<file path="config.mk">
export PLATFORM = sky130hd
export DESIGN_NAME = regfile_write_arbiter
export DESIGN_NICKNAME = d
export VERILOG_FILES = /design/src/rtl/rf_arb_pkg.sv /design/src/rtl/rf_wr_fifo.sv /design/src/rtl/regfile_write_arbiter.sv
export SDC_FILE = /design/constraint.sdc
export NUM_CORES = 1
export LEC_CHECK = 0
export CELL_PAD_IN_SITES_DETAIL_PLACEMENT = 0
export CELL_PAD_IN_SITES_GLOBAL_PLACEMENT = 1
export CORE_MARGIN = 3
export CORE_UTILIZATION = 42
export DETAILED_ROUTE_END_ITERATION = 8
export MAX_ROUTING_LAYER = met4
export PLACE_DENSITY_LB_ADDON = 0.3
export SETUP_SLACK_MARGIN = 0.02
export SYNTH_ARGS = -nofsm -noshare
export SYNTH_HDL_FRONTEND = slang
export SYNTH_SLANG_ARGS = --single-unit
</file>
<file path="constraint.sdc">
create_clock -name clk -period 2.7 [get_ports clk]
set_clock_uncertainty 0.15 [all_clocks]
set_input_delay 0.54 -clock clk [delete_from_list [all_inputs] [get_ports clk]]
set_output_delay 0.54 -clock clk [all_outputs]
set_load 0.02 [all_outputs]
</file>
<file path="src/rtl/rf_arb_pkg.sv">
// Shared types and constants for the register-file write arbiter.
//   rf_wr_t          : one queued write {register address, data}
//   RF_WR_W          : flat width of rf_wr_t for module ports
//   R15_ADDR         : address of the externally supplied (non-stored) register
//   NUM_STORED_REGS  : registers R0-R14 held in the file
//   grant_e          : owner of the write port for the current edge
//   reg_onehot()     : one-hot decode of a stored-register address (R15 decodes to zero)
package rf_arb_pkg;

    typedef struct packed {
        logic [3:0]  wa;
        logic [31:0] wd;
    } rf_wr_t;

    localparam int unsigned RF_WR_W         = $bits(rf_wr_t);
    localparam logic [3:0]  R15_ADDR        = 4'hF;
    localparam int unsigned NUM_STORED_REGS = 15;

    typedef enum logic [1:0] {
        GNT_NONE = 2'd0,
        GNT_WB   = 2'd1,
        GNT_AUX  = 2'd2
    } grant_e;

    function automatic logic [NUM_STORED_REGS-1:0] reg_onehot(input logic [3:0] wa);
        logic [NUM_STORED_REGS-1:0] oh;
        oh = '0;
        for (int unsigned j = 0; j < NUM_STORED_REGS; j++) begin
            if (wa == 4'(j)) oh[j] = 1'b1;
        end
        return oh;
    endfunction

endpackage

</file>
<file path="src/rtl/rf_wr_fifo.sv">
// DEPTH-entry FIFO of register-file writes feeding the arbiter's aux path.
// Ports:
//   clk, reset   : clock, synchronous active-high reset (empties the FIFO)
//   push, push_data : write push_data at the edge (caller guarantees !full)
//   pop          : drop the head entry at the edge (caller guarantees !empty)
//   head         : current head entry (valid when !empty)
//   full, empty, count : occupancy status from registered state
//   entry_valid, entry_wa : per-slot valid flag and address, for the busy mask
module rf_wr_fifo
    import rf_arb_pkg::*;
#(
    parameter int unsigned DEPTH = 4
) (
    input  logic                    clk,
    input  logic                    reset,
    input  logic                    push,
    input  logic [RF_WR_W-1:0]      push_data,
    input  logic                    pop,
    output logic [RF_WR_W-1:0]      head,
    output logic                    full,
    output logic                    empty,
    output logic [$clog2(DEPTH):0]  count,
    output logic [DEPTH-1:0]        entry_valid,
    output logic [4*DEPTH-1:0]      entry_wa
);

    localparam int unsigned PTR_W = $clog2(DEPTH);
    localparam int unsigned CNT_W = PTR_W + 1;

    rf_wr_t             mem_q [DEPTH];
    rf_wr_t             mem_d [DEPTH];
    logic [PTR_W-1:0]   wr_ptr_q, wr_ptr_d;
    logic [PTR_W-1:0]   rd_ptr_q, rd_ptr_d;
    logic [CNT_W-1:0]   count_q,  count_d;

    always_comb begin
        mem_d    = mem_q;
        wr_ptr_d = wr_ptr_q;
        rd_ptr_d = rd_ptr_q;
        count_d  = count_q;
        if (push) begin
            mem_d[wr_ptr_q] = rf_wr_t'(push_data);
            wr_ptr_d        = wr_ptr_q + PTR_W'(1);
        end
        if (pop) begin
            rd_ptr_d = rd_ptr_q + PTR_W'(1);
        end
        unique case ({push, pop})
            2'b10:   count_d = count_q + CNT_W'(1);
            2'b01:   count_d = count_q - CNT_W'(1);
            default: count_d = count_q;
        endcase
    end

    always_ff @(posedge clk) begin
        if (reset) begin
            wr_ptr_q <= '0;
            rd_ptr_q <= '0;
            count_q  <= '0;
        end else begin
            wr_ptr_q <= wr_ptr_d;
            rd_ptr_q <= rd_ptr_d;
            count_q  <= count_d;
        end
        mem_q <= mem_d;
    end

    assign head  = mem_q[rd_ptr_q];
    assign full  = (count_q == CNT_W'(DEPTH));
    assign empty = (count_q == '0);
    assign count = count_q;

    // A slot is live when its distance from the read pointer is below the occupancy.
    always_comb begin
        logic [PTR_W-1:0] off;
        entry_valid = '0;
        entry_wa    = '0;
        for (int unsigned i = 0; i < DEPTH; i++) begin
            off                = PTR_W'(i) - rd_ptr_q;
            entry_valid[i]     = ({1'b0, off} < count_q);
            entry_wa[4*i +: 4] = mem_q[i].wa;
        end
    end

endmodule

</file>
<file path="src/rtl/regfile_write_arbiter.sv">
// Shares the register file's single write port between the writeback stage (always
// preferred) and an auxiliary requester whose writes are queued in a FIFO and drained
// on free cycles.
// Optional feature macro: RFARB_STARVE_GUARD_EN (starvation guard forcing a WB stall).
// Ports:
//   clk, reset               : clock, synchronous active-high reset
//   wb_we, wb_wa, wb_wd      : writeback write request (not back-pressurable)
//   aux_valid/aux_wa/aux_wd  : aux write request; aux_ready accepts it
//   rf_we, rf_wa, rf_wd      : registered register-file write port
//   busy_mask                : aux writes in flight per register R0-R14
//   fifo_count               : aux FIFO occupancy
//   err_r15                  : sticky flag, a write to R15 was dropped
//   wb_stall                 : pipeline hold-off from the starvation guard
module regfile_write_arbiter
    import rf_arb_pkg::*;
#(
    parameter int unsigned DEPTH        = 4,
    parameter int unsigned STARVE_LIMIT = 8
) (
    input  logic                    clk,
    input  logic                    reset,
    input  logic                    wb_we,
    input  logic [3:0]              wb_wa,
    input  logic [31:0]             wb_wd,
    input  logic                    aux_valid,
    input  logic [3:0]              aux_wa,
    input  logic [31:0]             aux_wd,
    output logic                    aux_ready,
    output logic                    rf_we,
    output logic [3:0]              rf_wa,
    output logic [31:0]             rf_wd,
    output logic [14:0]             busy_mask,
    output logic [$clog2(DEPTH):0]  fifo_count,
    output logic                    err_r15,
    output logic                    wb_stall
);

    rf_wr_t             fifo_head;
    logic [RF_WR_W-1:0] fifo_head_flat;
    logic               fifo_full, fifo_empty;
    logic               fifo_push, fifo_pop;
    logic [DEPTH-1:0]   entry_valid;
    logic [4*DEPTH-1:0] entry_wa;

    grant_e             grant;
    logic               wb_valid;
    logic               aux_accept;

    logic               rf_we_q,   rf_we_d;
    logic [3:0]         rf_wa_q,   rf_wa_d;
    logic [31:0]        rf_wd_q,   rf_wd_d;
    logic               out_aux_q, out_aux_d;
    logic               err_r15_q, err_r15_d;

    // Ready looks only at registered occupancy, so a same-edge pop never opens a slot early.
    assign aux_ready  = !fifo_full && !reset;
    assign aux_accept = aux_valid && aux_ready;
    assign fifo_push  = aux_accept && (aux_wa != R15_ADDR);
    assign wb_valid   = wb_we && (wb_wa != R15_ADDR);
    assign fifo_head  = rf_wr_t'(fifo_head_flat);

    rf_wr_fifo #(
        .DEPTH (DEPTH)
    ) u_fifo (
        .clk         (clk),
        .reset       (reset),
        .push        (fifo_push),
        .push_data   ({aux_wa, aux_wd}),
        .pop         (fifo_pop),
        .head        (fifo_head_flat),
        .full        (fifo_full),
        .empty       (fifo_empty),
        .count       (fifo_count),
        .entry_valid (entry_valid),
        .entry_wa    (entry_wa)
    );

`ifdef RFARB_STARVE_GUARD_EN
    localparam int unsigned STARVE_W = $clog2(STARVE_LIMIT + 1);

    logic [STARVE_W-1:0] starve_q, starve_d;

    // Counts edges the head waited; hitting the limit hands it the port on the next edge.
    always_comb begin
        starve_d = starve_q;
        if (fifo_pop) begin
            starve_d = '0;
        end else if (!fifo_empty) begin
            starve_d = starve_q + STARVE_W'(1);
        end
    end

    always_ff @(posedge clk) begin
        if (reset) begin
            starve_q <= '0;
        end else begin
            starve_q <= starve_d;
        end
    end

    assign wb_stall = (starve_q == STARVE_W'(STARVE_LIMIT));
`else
    assign wb_stall = 1'b0;
`endif

    always_comb begin
        if (wb_stall && !fifo_empty) begin
            grant = GNT_AUX;
        end else if (wb_valid) begin
            grant = GNT_WB;
        end else if (!fifo_empty) begin
            grant = GNT_AUX;
        end else begin
            grant = GNT_NONE;
        end
    end

    assign fifo_pop = (grant == GNT_AUX);

    always_comb begin
        rf_we_d   = 1'b0;
        rf_wa_d   = rf_wa_q;
        rf_wd_d   = rf_wd_q;
        out_aux_d = 1'b0;
        unique case (grant)
            GNT_WB: begin
                rf_we_d = 1'b1;
                rf_wa_d = wb_wa;
                rf_wd_d = wb_wd;
            end
            GNT_AUX: begin
                rf_we_d   = 1'b1;
                rf_wa_d   = fifo_head.wa;
                rf_wd_d   = fifo_head.wd;
                out_aux_d = 1'b1;
            end
            default: ;
        endcase
        err_r15_d = err_r15_q
                  || (wb_we && (wb_wa == R15_ADDR))
                  || (aux_accept && (aux_wa == R15_ADDR));
    end

    always_ff @(posedge clk) begin
        if (reset) begin
            rf_we_q   <= 1'b0;
            rf_wa_q   <= '0;
            rf_wd_q   <= '0;
            out_aux_q <= 1'b0;
            err_r15_q <= 1'b0;
        end else begin
            rf_we_q   <= rf_we_d;
            rf_wa_q   <= rf_wa_d;
            rf_wd_q   <= rf_wd_d;
            out_aux_q <= out_aux_d;
            err_r15_q <= err_r15_d;
        end
    end

    always_comb begin
        busy_mask = '0;
        for (int unsigned i = 0; i < DEPTH; i++) begin
            if (entry_valid[i]) busy_mask = busy_mask | reg_onehot(entry_wa[4*i +: 4]);
        end
        if (rf_we_q && out_aux_q) busy_mask = busy_mask | reg_onehot(rf_wa_q);
    end

    assign rf_we   = rf_we_q;
    assign rf_wa   = rf_wa_q;
    assign rf_wd   = rf_wd_q;
    assign err_r15 = err_r15_q;

endmodule

</file>
==> metrics.md <==
| Metric | Value |
|---|---|
| Synth Area in XOR/XNOR | `0.005265` |
| Synthesized flop and latch total | `190` |
| CTS tree | `yes` |
| Final setup violation count | `15` |
| Nets | `860` |
| GR met2 Demand/Resource | `0.3312` |
| Cell row count | `50` |
| Startpoint types | `flip-flop` |
| Initial DRC count | `354` |
| Combinational family with the most area after synthesis | `simple AND/OR/NAND/NOR gates` |
| I/O Buffers | `132` |
| Worst slew margin | `0.5106` |
| Outcome | `complete, but fails checks` |
| Vias in the first global route | `5989` |
| HP Class | `reg -> reg` |
| M1 GR Usage | `0.2706` |
| Final setup margin | `-0.1947 ns` |
| Cells after Synth | `597` |
| CP top delay family | `buffers and inverters` |
| Root Buffer | `clkbuf_16` |
| Reg-to-reg slack, setup | `0.30 ns` |
| Remaining DRCs | `0` |
| Post-detail-place hpwl | `15030 microns` |
| Die height | `~150 microns` |
| Die Wd | `146.7 microns` |
| Vias per cell | `5.460` |
| Power Dens Cells | `888.0 mW/mm^2` |
| Commonest non-fill, non-tap cell in the layout | `edfxtp_1` |
| Overall power | `0.009982 W` |
| CP startpoint | `u_fifo.rd_ptr_q[0]$_SDFFE_PP0P_` |
| P_leak | `3.815 nW` |
| Final hold slack | `roughly 0.33 ns` |
| Maximum clock insertion buffer count | `2` |
| Post-Synth Adder-Cell Area | `0.01594` |
| Gr ovfl total | `0` |
| Pre-CTS WS | `-0.3182 ns` |
| Worst-Skew Late Latency | `approximately 0.42 ns` |
| RSZ-0062 raised after global routing | `true` |
| Mux share of post-synthesis cell area | `0.1023` |
| Post-Route WL | `21460 microns` |
| Reg2reg end | `u_fifo.count[2]$_SDFFE_PP0P_` |
| Top_reg_cell synth | `edfxtp_1` |
| Critical Path Most Common Cell | `nand4_1` |
| WP depth | `9` |
| Netlist cell types | `51` |
| Critical path type | `reg -> out` |
| Setup TNS Final | `-2.162 ns` |
| Post-Syn Nets | `~700` |
| Pin count of the biggest net entering global routing | `70` |
| Layout cells sized above 1 | `0.2605` |
| M3 GR Usage | `0.04318` |
| WP data required | `about 2.0 ns` |
| Peak supply drop | `approximately 560 uV` |
| Critical path's slowest cell | `dfxtp_4` |
| Antenna Cells | `0` |
| Io pins | `134` |
| Routed vias | `5717` |
| Worst r2r src | `u_fifo.count[0]$_SDFFE_PP0P_` |
| Grt peak-use layer | `met2` |
| Failing checks | `negative setup slack` |
| Synth warn | `0` |
| Num CTS Buffers | `17` |
| Worst-path fanout max | `4` |
| CTS Hold Buffers Added | `0` |
| Reg clk slew, reported paths | `0.07 ns` |
| Core area | `0.01908 sq mm` |
| Synth Area in Simple Gates | `0.1286` |
| Initial antenna violation count | `0` |
| CP arrival | `2.20 ns` |
| Worst path max stage delay | `0.35 ns` |
| Buf/Inv on CP | `3` |
| Register-to-Register Path Depth | `10` |
| GP Congestion | `~0.88` |
| Crit path capture | `busy_mask[13]` |
| Async set-reset flop share out of synthesis | `0` |
| Total GRT Usage | `0.2087` |
| Minimum clock period | `2.895 ns` |
| DR pass1 iterations | `5` |
| Fin util | `0.5891` |
| Pins Over Slew Limit | `0` |
| WL/cell | `20.50 microns` |
| Sequential-to-total area share from yosys stat | `0.6306` |
| Final worst path period share | `1.072` |
| Synth Area in Compound Gates | `0.08108` |
| Sink Count | `190` |
| Routed Antenna Nets | `0` |
| Die area | `~0.022 sq mm` |
| Element type at the critical path end | `output pin` |
| Slew @ Worst Pin | `approximately 0.73 ns` |
| Max Freq | `roughly 350 MHz` |
| Most frequent cells in the layout | `edfxtp_1, clkdlybuf4s50_1, nand2_1` |
| Syn_area_per_cell | `13.93 sq um` |
| Number of enable flip-flop cells after synthesis | `144` |
| Synth-to-layout area growth | `35.14%` |
| Starting density of the core | `0.4359` |
| Global-route wire length before repair | `between 30000 and 40000 microns` |
| Hold Fails Final Rpt | `0` |
| Max-Cap Viols | `0` |
| Synthesized area | `0.008318 sq mm` |
| CTS H-tree lvls | `4` |
| Worst path cell trace | `xnor2_2 -> inv_1 -> ha_1 -> nor2b_4 -> a211oi_2 -> buf_4 -> nand4_1 -> nand4_1 -> buf_6` |
cell type report:
type | instances | area, sq um
sequential | 190 | 5254
multi-input combinational | 351 | 3010
tap | 260 | 325.3
clock inverter | 14 | 172.7
timing repair buffer | 198 | 1977
inverter | 16 | 62.56
clock buffer | 18 | 439.2
fill | 1517 | 7840
synth_stat cells (5+ instances only):
cell,count,area share
nor2_1,47,0.021
a21oi_1,12,0.0072
mux4_2,36,0.097
nand2_1,74,0.033
a22oi_1,10,0.0090
inv_1,16,0.0072
buf_2,7,0.0042
nor3b_1,7,0.0063
a221oi_1,5,0.0053
nor3_1,7,0.0042
edfxtp_1,144,0.52
nand3_1,23,0.014
nand4_1,16,0.012
buf_6,8,0.011
clkbuf_1,16,0.0072
a311oi_1,32,0.034
nor2b_1,18,0.014
dfxtp_1,46,0.11
buf_4,5,0.0045
ha_1,9,0.014
logic make-up after synthesis:
family          after synthesis
other cells                   1
simple gates                217
fa+ha+maj                    10
compound gates               78
flops                       190
mux                          40
xor+xnor                      5
buf+inv                      56
worst min-delay path: stages, from the launching register on:
cell and delay (ns):
dfxtp_1 0.31, nand2_1 0.05, a311oi_1 0.07
worst min path at each step:
stage	cells after the start	to	slack (ns)	startpoint
floorplan	2	u_fifo.wr_ptr_q[1]$_SDFFE_PP0P_	0.36	u_fifo.wr_ptr_q[1]$_SDFFE_PP0P_
global placement	2	rf_wd[22]$_SDFFE_PP0P_	0.32	rf_wd[22]$_SDFFE_PP0P_
detailed placement	2	rf_wd[7]$_SDFFE_PP0P_	0.32	rf_wd[7]$_SDFFE_PP0P_
CTS	2	rf_wd[31]$_SDFFE_PP0P_	0.33	rf_wd[31]$_SDFFE_PP0P_
global route	2	rf_wd[13]$_SDFFE_PP0P_	0.36	rf_wd[13]$_SDFFE_PP0P_
finish	2	rf_wd[18]$_SDFFE_PP0P_	0.33	rf_wd[18]$_SDFFE_PP0P_
routing by layer:
metal  vias up  wire length, microns
li1       2656                     -
met1      2862                  9461
met2       168                 10440
met3        31                  1038
met4         0                   522
met5         -                     0
what timing repair did:
item | CTS | global route
cloned | 1 | 0
pin swaps | 24 | 22
resized for setup | 128 | 20
endpoints found under the setup margin | 15 | 17
setup buffers | 0 | 4
where the power goes:
part | total [W] | internal, W | switching, W | leakage [nW]
registers | 0.00356 | 0.00340 | 0.000164 | 1.69
logic | 0.00393 | 0.00181 | 0.00211 | 1.84
clock network | 0.00249 | 0.00135 | 0.00115 | 0.287
total | 0.00998 | 0.00656 | 0.00342 | 3.81
through the flow:
step	area (sq um)	std cells
final	11240	1047
after global routing	11240	1047
after CTS	11130	1045
after detailed placement	10320	1013
after global placement	10320	1013
after floorplan	8318	597
state kept, by name (all words and copies together), names as in the netlist, 2 cells and up:
register,cells
u_fifo.count,3
u_fifo.wr_ptr_q,2
rf_wd,32
rf_wa,4
u_fifo.entry_wa,16
u_fifo.rd_ptr_q,2
u_fifo.mem_q,128
No activity file was read; power rests on OpenSTA's default activity.
